## config.mk

```make
export PLATFORM = sky130hd
export DESIGN_NAME = id_ex_stage_flat
export DESIGN_NICKNAME = d
export VERILOG_FILES = /design/src/rtl/id_ex_stage_if.sv /design/src/rtl/id_ex_stage.sv /design/src/flat_wrapper.sv
export SDC_FILE = /design/constraint.sdc
export NUM_CORES = 1
export LEC_CHECK = 0
export BUFFER_PORTS_ARGS = -buffer_cell sky130_fd_sc_hd__buf_2
export CAP_MARGIN = 20
export CORE_MARGIN = 2
export CORE_UTILIZATION = 27
export DETAILED_ROUTE_END_ITERATION = 6
export SYNTH_ARGS = -nofsm -noshare
export SYNTH_HDL_FRONTEND = slang
export SYNTH_SLANG_ARGS = --single-unit
```

## constraint.sdc

```tcl
create_clock -name clk -period 5.3 [get_ports clk]
set_input_delay 1.325 -clock clk [delete_from_list [all_inputs] [get_ports clk]]
set_output_delay 1.325 -clock clk [all_outputs]
set_load 0.05 [all_outputs]
```

## src/rtl/id_ex_stage_if.sv

```systemverilog
// ID/EX stage bus: decoded ID operands, EX/MEM and MEM/WB forwarding taps, and the EX-side
// operand/control outputs feeding the ALU and memory stages.
interface id_ex_stage_if #(
    parameter int unsigned DATA_W     = 16,
    parameter int unsigned REG_ADDR_W = 3
);
    logic                  stall;
    logic                  flush;

    logic                  id_valid;
    logic [REG_ADDR_W-1:0] id_rs_addr;
    logic [REG_ADDR_W-1:0] id_rt_addr;
    logic [REG_ADDR_W-1:0] id_rd_addr;
    logic [DATA_W-1:0]     id_rs_data;
    logic [DATA_W-1:0]     id_rt_data;
    logic [DATA_W-1:0]     id_imm;
    logic [3:0]            id_alu_op;
    logic                  id_alu_src;
    logic                  id_reg_write;
    logic                  id_mem_read;
    logic                  id_mem_write;

    logic                  exmem_reg_write;
    logic [REG_ADDR_W-1:0] exmem_rd;
    logic [DATA_W-1:0]     exmem_result;
    logic                  memwb_reg_write;
    logic [REG_ADDR_W-1:0] memwb_rd;
    logic [DATA_W-1:0]     memwb_result;

    logic [DATA_W-1:0]     alu_a;
    logic [DATA_W-1:0]     alu_b;
    logic [3:0]            alu_op;
    logic                  ex_valid;
    logic                  ex_reg_write;
    logic                  ex_mem_read;
    logic                  ex_mem_write;
    logic [REG_ADDR_W-1:0] ex_rd;
    logic [DATA_W-1:0]     ex_store_data;
    logic                  hazard_stall;

    modport master (
        output stall, flush,
        output id_valid, id_rs_addr, id_rt_addr, id_rd_addr, id_rs_data, id_rt_data, id_imm,
        output id_alu_op, id_alu_src, id_reg_write, id_mem_read, id_mem_write,
        output exmem_reg_write, exmem_rd, exmem_result,
        output memwb_reg_write, memwb_rd, memwb_result,
        input  alu_a, alu_b, alu_op, ex_valid, ex_reg_write, ex_mem_read, ex_mem_write,
        input  ex_rd, ex_store_data, hazard_stall
    );

    modport slave (
        input  stall, flush,
        input  id_valid, id_rs_addr, id_rt_addr, id_rd_addr, id_rs_data, id_rt_data, id_imm,
        input  id_alu_op, id_alu_src, id_reg_write, id_mem_read, id_mem_write,
        input  exmem_reg_write, exmem_rd, exmem_result,
        input  memwb_reg_write, memwb_rd, memwb_result,
        output alu_a, alu_b, alu_op, ex_valid, ex_reg_write, ex_mem_read, ex_mem_write,
        output ex_rd, ex_store_data, hazard_stall
    );
endinterface

```

## src/rtl/id_ex_stage.sv

```systemverilog
// ID/EX pipeline register with EX operand forwarding from EX/MEM and MEM/WB and
// load-use hazard detection.
module id_ex_stage #(
    parameter int unsigned DATA_W     = 16,
    parameter int unsigned REG_ADDR_W = 3
) (
    input  logic         clk,
    input  logic         rst,
    id_ex_stage_if.slave bus
);
    logic                  valid_q;
    logic                  reg_write_q;
    logic                  mem_read_q;
    logic                  mem_write_q;
    logic                  alu_src_q;
    logic [REG_ADDR_W-1:0] rs_q;
    logic [REG_ADDR_W-1:0] rt_q;
    logic [REG_ADDR_W-1:0] rd_q;
    logic [DATA_W-1:0]     rs_data_q;
    logic [DATA_W-1:0]     rt_data_q;
    logic [DATA_W-1:0]     imm_q;
    logic [3:0]            alu_op_q;

    logic                  hazard;
    logic                  bubble;
    logic [DATA_W-1:0]     fwd_rs;
    logic [DATA_W-1:0]     fwd_rt;

    // rt is compared even for immediate-form instructions: a spurious stall is harmless.
    assign hazard = valid_q & mem_read_q & (rd_q != '0) & bus.id_valid &
                    ((rd_q == bus.id_rs_addr) | (rd_q == bus.id_rt_addr));

    // An external stall holds the load in EX, so a load-use bubble only goes in when free.
    assign bubble = bus.flush | (hazard & ~bus.stall);

    always_ff @(posedge clk) begin
        if (rst || bubble) begin
            valid_q     <= 1'b0;
            reg_write_q <= 1'b0;
            mem_read_q  <= 1'b0;
            mem_write_q <= 1'b0;
            alu_src_q   <= 1'b0;
            rs_q        <= '0;
            rt_q        <= '0;
            rd_q        <= '0;
            rs_data_q   <= '0;
            rt_data_q   <= '0;
            imm_q       <= '0;
            alu_op_q    <= '0;
        end else if (!bus.stall) begin
            valid_q     <= bus.id_valid;
            reg_write_q <= bus.id_reg_write;
            mem_read_q  <= bus.id_mem_read;
            mem_write_q <= bus.id_mem_write;
            alu_src_q   <= bus.id_alu_src;
            rs_q        <= bus.id_rs_addr;
            rt_q        <= bus.id_rt_addr;
            rd_q        <= bus.id_rd_addr;
            rs_data_q   <= bus.id_rs_data;
            rt_data_q   <= bus.id_rt_data;
            imm_q       <= bus.id_imm;
            alu_op_q    <= bus.id_alu_op;
        end
    end

    // EX/MEM is the younger producer, so it is checked first.
    always_comb begin
        fwd_rs = rs_data_q;
        if (bus.exmem_reg_write && (bus.exmem_rd == rs_q) && (rs_q != '0)) begin
            fwd_rs = bus.exmem_result;
        end else if (bus.memwb_reg_write && (bus.memwb_rd == rs_q) && (rs_q != '0)) begin
            fwd_rs = bus.memwb_result;
        end
    end

    always_comb begin
        fwd_rt = rt_data_q;
        if (bus.exmem_reg_write && (bus.exmem_rd == rt_q) && (rt_q != '0)) begin
            fwd_rt = bus.exmem_result;
        end else if (bus.memwb_reg_write && (bus.memwb_rd == rt_q) && (rt_q != '0)) begin
            fwd_rt = bus.memwb_result;
        end
    end

    assign bus.alu_a         = fwd_rs;
    assign bus.alu_b         = alu_src_q ? imm_q : fwd_rt;
    assign bus.alu_op        = alu_op_q;
    assign bus.ex_valid      = valid_q;
    assign bus.ex_reg_write  = reg_write_q;
    assign bus.ex_mem_read   = mem_read_q;
    assign bus.ex_mem_write  = mem_write_q;
    assign bus.ex_rd         = rd_q;
    assign bus.ex_store_data = fwd_rt;
    assign bus.hazard_stall  = hazard;
endmodule

```

## src/flat_wrapper.sv

```systemverilog
// flat-port wrapper written by rule: the top's interface ports become plain ports
module id_ex_stage_flat 
#(
    parameter int unsigned DATA_W     = 16,
    parameter int unsigned REG_ADDR_W = 3
)
  (clk, rst, bus_stall, bus_flush, bus_id_valid, bus_id_rs_addr, bus_id_rt_addr, bus_id_rd_addr, bus_id_rs_data, bus_id_rt_data, bus_id_imm, bus_id_alu_op, bus_id_alu_src, bus_id_reg_write, bus_id_mem_read, bus_id_mem_write, bus_exmem_reg_write, bus_exmem_rd, bus_exmem_result, bus_memwb_reg_write, bus_memwb_rd, bus_memwb_result, bus_alu_a, bus_alu_b, bus_alu_op, bus_ex_valid, bus_ex_reg_write, bus_ex_mem_read, bus_ex_mem_write, bus_ex_rd, bus_ex_store_data, bus_hazard_stall);
  id_ex_stage_if #(.DATA_W(DATA_W), .REG_ADDR_W(REG_ADDR_W)) bus_i ();
  input  logic clk;
  input  logic rst;
  input wire logic [$bits(bus_i.stall)-1:0] bus_stall;
  input wire logic [$bits(bus_i.flush)-1:0] bus_flush;
  input wire logic [$bits(bus_i.id_valid)-1:0] bus_id_valid;
  input wire logic [$bits(bus_i.id_rs_addr)-1:0] bus_id_rs_addr;
  input wire logic [$bits(bus_i.id_rt_addr)-1:0] bus_id_rt_addr;
  input wire logic [$bits(bus_i.id_rd_addr)-1:0] bus_id_rd_addr;
  input wire logic [$bits(bus_i.id_rs_data)-1:0] bus_id_rs_data;
  input wire logic [$bits(bus_i.id_rt_data)-1:0] bus_id_rt_data;
  input wire logic [$bits(bus_i.id_imm)-1:0] bus_id_imm;
  input wire logic [$bits(bus_i.id_alu_op)-1:0] bus_id_alu_op;
  input wire logic [$bits(bus_i.id_alu_src)-1:0] bus_id_alu_src;
  input wire logic [$bits(bus_i.id_reg_write)-1:0] bus_id_reg_write;
  input wire logic [$bits(bus_i.id_mem_read)-1:0] bus_id_mem_read;
  input wire logic [$bits(bus_i.id_mem_write)-1:0] bus_id_mem_write;
  input wire logic [$bits(bus_i.exmem_reg_write)-1:0] bus_exmem_reg_write;
  input wire logic [$bits(bus_i.exmem_rd)-1:0] bus_exmem_rd;
  input wire logic [$bits(bus_i.exmem_result)-1:0] bus_exmem_result;
  input wire logic [$bits(bus_i.memwb_reg_write)-1:0] bus_memwb_reg_write;
  input wire logic [$bits(bus_i.memwb_rd)-1:0] bus_memwb_rd;
  input wire logic [$bits(bus_i.memwb_result)-1:0] bus_memwb_result;
  output wire logic [$bits(bus_i.alu_a)-1:0] bus_alu_a;
  output wire logic [$bits(bus_i.alu_b)-1:0] bus_alu_b;
  output wire logic [$bits(bus_i.alu_op)-1:0] bus_alu_op;
  output wire logic [$bits(bus_i.ex_valid)-1:0] bus_ex_valid;
  output wire logic [$bits(bus_i.ex_reg_write)-1:0] bus_ex_reg_write;
  output wire logic [$bits(bus_i.ex_mem_read)-1:0] bus_ex_mem_read;
  output wire logic [$bits(bus_i.ex_mem_write)-1:0] bus_ex_mem_write;
  output wire logic [$bits(bus_i.ex_rd)-1:0] bus_ex_rd;
  output wire logic [$bits(bus_i.ex_store_data)-1:0] bus_ex_store_data;
  output wire logic [$bits(bus_i.hazard_stall)-1:0] bus_hazard_stall;
  assign bus_i.stall = bus_stall;
  assign bus_i.flush = bus_flush;
  assign bus_i.id_valid = bus_id_valid;
  assign bus_i.id_rs_addr = bus_id_rs_addr;
  assign bus_i.id_rt_addr = bus_id_rt_addr;
  assign bus_i.id_rd_addr = bus_id_rd_addr;
  assign bus_i.id_rs_data = bus_id_rs_data;
  assign bus_i.id_rt_data = bus_id_rt_data;
  assign bus_i.id_imm = bus_id_imm;
  assign bus_i.id_alu_op = bus_id_alu_op;
  assign bus_i.id_alu_src = bus_id_alu_src;
  assign bus_i.id_reg_write = bus_id_reg_write;
  assign bus_i.id_mem_read = bus_id_mem_read;
  assign bus_i.id_mem_write = bus_id_mem_write;
  assign bus_i.exmem_reg_write = bus_exmem_reg_write;
  assign bus_i.exmem_rd = bus_exmem_rd;
  assign bus_i.exmem_result = bus_exmem_result;
  assign bus_i.memwb_reg_write = bus_memwb_reg_write;
  assign bus_i.memwb_rd = bus_memwb_rd;
  assign bus_i.memwb_result = bus_memwb_result;
  assign bus_alu_a = bus_i.alu_a;
  assign bus_alu_b = bus_i.alu_b;
  assign bus_alu_op = bus_i.alu_op;
  assign bus_ex_valid = bus_i.ex_valid;
  assign bus_ex_reg_write = bus_i.ex_reg_write;
  assign bus_ex_mem_read = bus_i.ex_mem_read;
  assign bus_ex_mem_write = bus_i.ex_mem_write;
  assign bus_ex_rd = bus_i.ex_rd;
  assign bus_ex_store_data = bus_i.ex_store_data;
  assign bus_hazard_stall = bus_i.hazard_stall;
  id_ex_stage #(.DATA_W(DATA_W), .REG_ADDR_W(REG_ADDR_W)) u_core (.clk(clk), .rst(rst), .bus(bus_i));
endmodule
```

# == Yosys cells after proc, flatten, opt, wreduce, memory -nomap -nowiden ==
# Cells that the tools add are included.
# word_totals
word_cells,43
reg_bits,66
in_bits,110
out_inout_bits,60
# classes
n_reduce_logical,12
n_eq_ne,6
bitwise_logic,8
mux,5
# op_table
operator,count
two-way mux 16 bit,5
== test 3 bit,6
nonzero test 3 bit,3
logical AND 1 bit,8
bitwise AND 1 bit,5
OR 1 bit,2
logical OR 1 bit,1
inverter 1 bit,1

# == Depth between registers and ports, before layout ==
# logic_depth
ltp_word,7
mapped_depth,7
mapped_depth_nobuf,4

# == Worst setup path after synthesis ==
# Ideal clock, no wire load.
# synth_path
path_kind,in2out
start,input port bus_memwb_rd[1]
end,output port bus_alu_a[10]
arrival_time_ps,3378
path_buffers,2
cell_stages,6
required_time_ps,3975
setup_slack_ps,597
path_cell_list,buf_6 -> or4b_1 -> a211o_1 -> buf_6 -> a21bo_1 -> a31oi_1
# synth_via
elab_chain_cells,5
# synth_lines
element,line_no,source
"start, declared",flat_wrapper.sv:29,input wire logic [$bits(bus_i.memwb_rd)-1:0] bus_memwb_rd;
== test 3 bit,id_ex_stage.sv:71,end else if (bus.memwb_reg_write && (bus.memwb_rd == rs_q) && (rs_q != '0)) begin
logical AND 1 bit (2 in a row),id_ex_stage.sv:71,
two-way mux 16 bit,id_ex_stage.sv:71,
two-way mux 16 bit,id_ex_stage.sv:69,if (bus.exmem_reg_write && (bus.exmem_rd == rs_q) && (rs_q != '0)) begin
"end, declared",flat_wrapper.sv:31,output wire logic [$bits(bus_i.alu_a)-1:0] bus_alu_a;
# Every way passes these cells.

# == Final worst setup path ==
# layout_path
start,input port bus_memwb_rd[0]
end,output port bus_alu_b[13]
# layout_via
elab_chain_cells,6
# layout_lines
element,line_no,source
== test 3 bit,id_ex_stage.sv:80,end else if (bus.memwb_reg_write && (bus.memwb_rd == rt_q) && (rt_q != '0)) begin
logical AND 1 bit (2 in a row),id_ex_stage.sv:80,
two-way mux 16 bit,id_ex_stage.sv:80,
two-way mux 16 bit,id_ex_stage.sv:78,if (bus.exmem_reg_write && (bus.exmem_rd == rt_q) && (rt_q != '0)) begin
two-way mux 16 bit,id_ex_stage.sv:86,assign bus.alu_b = alu_src_q ? imm_q : fwd_rt;
"end, declared",flat_wrapper.sv:32,output wire logic [$bits(bus_i.alu_b)-1:0] bus_alu_b;
# Every way passes these cells.

==> out/summary.json <==
{
  "numPortBuffers": 169,
  "synth.cell_area_um2": 4821,
  "global_route.usage.met3": 0.06181,
  "netlist_top_cells_area": "sky130_fd_sc_hd__dfxtp_1 (27%), sky130_fd_sc_hd__mux2i_1 (14%), sky130_fd_sc_hd__nor4_1 (8.6%), sky130_fd_sc_hd__a31oi_1 (6.4%), sky130_fd_sc_hd__clkbuf_1 (4.0%)",
  "comb_power_share": 0.257,
  "synth_async_sr_flop_share": 0,
  "chipHeight_um": 137.6,
  "clock_sinks": 66,
  "place_congestion": 0.8507,
  "antenna_found_initial": 6,
  "clock-skew-final_ps": 4.889,
  "post-route-min-period_ps": 4809,
  "holdBufCountCts": 0,
  "grt_most_used_layer": "met2",
  "number_of_max_capacitance_violations_reported": 0,
  "setup_viol": 0,
  "data_arrival_time_of_the_critical_path_ps": 3480,
  "fmax_ghz": 0.2079,
  "nature_of_the_critical_path_startpoint": "input pin",
  "post_cts.resized_instances": 0,
  "tns_ps": 0,
  "rsz0062_at_grt": "no",
  "placement_rows": 48,
  "groute.layer.met2.usage": 0.3292,
  "fp.coreArea_um2": 17360,
  "ant_nets": 0,
  "vias_per_inst": 5.680,
  "cts_tree": "built",
  "initial_utilization": 0.2778,
  "post_cts.repair.setup_buffers": 0,
  "first_global_vias": 5085,
  "die_x_um": 137.6,
  "io-pin-count": 170,
  "fin_util": 0.3512,
  "drt-initial-drc-count": 346,
  "die_area_um2": 18940,
  "clock_path_buffers": 2,
  "post_route_cells_drive_above_1_share": 0.3276,
  "detail_route.first_pass.iterations": 4,
  "vdd.ir_drop.worst_v": 0.0001657,
  "setup.worst_path.end_class": "output port",
  "path_class": "in2out",
  "ys_top_cells_by_count": "sky130_fd_sc_hd__dfxtp_1 (66), sky130_fd_sc_hd__mux2i_1 (66), sky130_fd_sc_hd__nor4_1 (66), sky130_fd_sc_hd__clkbuf_1 (52), sky130_fd_sc_hd__a31oi_1 (49)",
  "post_synthesis_sequential_element_count": 66,
  "final_net_count": 798,
  "report.final.hold_viol_count": 0,
  "synth_sequential_area_ratio": 0.2741,
  "power_w": 0.001539,
  "power_report.internal_total_w": 0.001005,
  "cts.reportedPaths.clkPinSlew_ps": 60,
  "synth_top_area_frac": 0.2741,
  "fillerInstances": 1821,
  "detailed_place_hpwl_mm": 13.65,
  "cts_max_level": 3,
  "synth.largest_area_cell": "sky130_fd_sc_hd__dfxtp_1",
  "wl_per_cell_um": 20.90,
  "number_of_max_slew_violations_in_the_final_report": 0,
  "grt.overflow.total": 0,
  "vias": 5243,
  "area_overhead_vs_synth_pct": 26.45,
  "synth_cells": 564,
  "p_clk_frac": 0.400,
  "cts-root-buf": "sky130_fd_sc_hd__clkbuf_16",
  "worstPathMaxFanout": 17,
  "power.static_leakage_nw": 2.701,
  "hp-class": "reg2reg",
  "synth.avg_cell_area_um2": 8.548,
  "post-route-drc-count": 0,
  "groute.layer.met1.usage": 0.2560,
  "finalWirelength_mm": 19.29,
  "p_sw_frac": 0.3474,
  "required_ps": 3970,
  "fin_crit_sh": 0.9073,
  "synth_fp_nets": 674,
  "yosys_most_used_dff": "sky130_fd_sc_hd__dfxtp_1",
  "power.sequential.fraction": 0.343,
  "switching_power_w": 0.0005347,
  "clkLatencyLatePin_ps": 340,
  "global_route_wire_length_before_repair_mm": 29.46,
  "post_synth_num_cell_types": 48,
  "outcome": "finished, final reports clean",
  "yosys_warnings": 0,
  "pin_count_of_the_biggest_net_entering_global_routing": 67,
  "slew_headroom": 0.2512,
  "gr-usage-all-layers": 0.2055,
  "worst_pin_slew_ps": 1122,
  "power_density_nw_per_um2": 252.5,
  "synth_edf_count": 0,
  "numCtsBuffers": 9
}
[sequential cells by signal, summed over array words and instances (netlist names)]
signal                   flops
u_core.bus.ex_rd             3
u_core.bus.ex_valid          1
u_core.bus.ex_mem_write      1
u_core.bus.alu_op            4
u_core.alu_src_q             1
u_core.imm_q                16
u_core.bus.ex_reg_write      1
u_core.rs_data_q            16
u_core.rs_q                  3
u_core.rt_q                  3
u_core.bus.ex_mem_read       1
u_core.rt_data_q            16
[cell families (layout without fill, tap and decap cells)]
family,Yosys count,count (layout),share of synthesized area
multiplexers,66,66,0.1370
XOR/XNOR,16,16,0.02907
flip-flops,66,66,0.2741
other,0,5,0
buffers and inverters,75,204,0.07085
AO/OA/AOI/OAI,154,154,0.2780
AND/OR/NAND/NOR,187,187,0.2110
[power groups by stage]
stage	logic, W	clock network [W]	registers (W)
final	0.000396	0.000616	0.000527
after global routing	0.000422	0.000659	0.000529
after CTS	0.000397	0.000639	0.000527
after detailed placement	0.000395	0	0.000538
after global placement	0.000394	0	0.000538
after floorplan	0.000259	0	0.000541
[cell usage in the layout, fill, tap and decap left out, types with 3 or more instances in the layout]
cell type,count
sky130_fd_sc_hd__a31oi_1,49
sky130_fd_sc_hd__clkbuf_16,9
sky130_fd_sc_hd__a41o_1,16
sky130_fd_sc_hd__a21boi_0,16
sky130_fd_sc_hd__a2bb2oi_1,15
sky130_fd_sc_hd__a221oi_2,5
sky130_fd_sc_hd__nor2b_1,16
sky130_fd_sc_hd__diode_2,5
sky130_fd_sc_hd__dfxtp_1,66
sky130_fd_sc_hd__a221oi_1,10
sky130_fd_sc_hd__buf_4,18
sky130_fd_sc_hd__nor3_1,19
sky130_fd_sc_hd__nor2_1,33
sky130_fd_sc_hd__nand2_1,19
sky130_fd_sc_hd__a2111oi_0,6
sky130_fd_sc_hd__mux2i_1,66
sky130_fd_sc_hd__a21bo_1,14
sky130_fd_sc_hd__xor2_1,12
sky130_fd_sc_hd__xnor2_1,3
sky130_fd_sc_hd__nor4_1,66
sky130_fd_sc_hd__buf_2,168
sky130_fd_sc_hd__a2111oi_2,8
sky130_fd_sc_hd__nand3_1,20
[cell type report]
class                      instances  area (µm²)  share of cell area
multi-input combinational        423        3172              0.5203
sequential                        66        1321              0.2167
timing repair buffer             187        1003              0.1646
tap                              225       281.5             0.04618
clock buffer                       9       225.2             0.03695
clock inverter                     7       76.32             0.01252
antenna                            5       12.51            0.002053
inverter                           1       3.754           0.0006158
[final timing paths]
| check | cells after the start | end | slack, ps | from |
|---|---|---|---|---|
| setup / recovery | 7 | bus_alu_b[13] | 490 | bus_memwb_rd[0] |
| hold / removal | 2 | u_core.bus.alu_op[0] | 530 | u_core.bus.alu_op[0] |
| setup reg to reg | 5 | u_core.imm_q[1] | 2930 | u_core.bus.ex_rd[2] |
| hold reg to reg | 2 | u_core.bus.alu_op[0] | 530 | u_core.bus.alu_op[0] |
[worst max-delay path: stages]
cell and delay [ps]:
sky130_fd_sc_hd__buf_2 140, sky130_fd_sc_hd__xor2_2 870, sky130_fd_sc_hd__nor4b_4 90, sky130_fd_sc_hd__buf_4 250, sky130_fd_sc_hd__a221oi_1 350, sky130_fd_sc_hd__a31oi_1 190
sky130_fd_sc_hd__buf_2 250
[layer usage]
layer / share of wire / routed length, µm
met1: 0.42 / 8093
met2: 0.45 / 8744
met3: 0.094 / 1816
met4: 0.032 / 612
met5: 0.0012 / 24
[through the flow]
step | cell area [µm²] | cells | hold slack [ps] | setup WS [ps]
floorplan | 4821 | 564 | 507.5 | 596.5
global placement | 5754 | 901 | 515.0 | 484.8
detailed placement | 5754 | 901 | 524.3 | 465.1
CTS | 6056 | 917 | 538.2 | 455.4
global route | 6086 | 919 | 553.5 | 356.2
finish | 6096 | 923 | 532.7 | 491.1
Note: power is estimated with default switching activity, not from simulation.
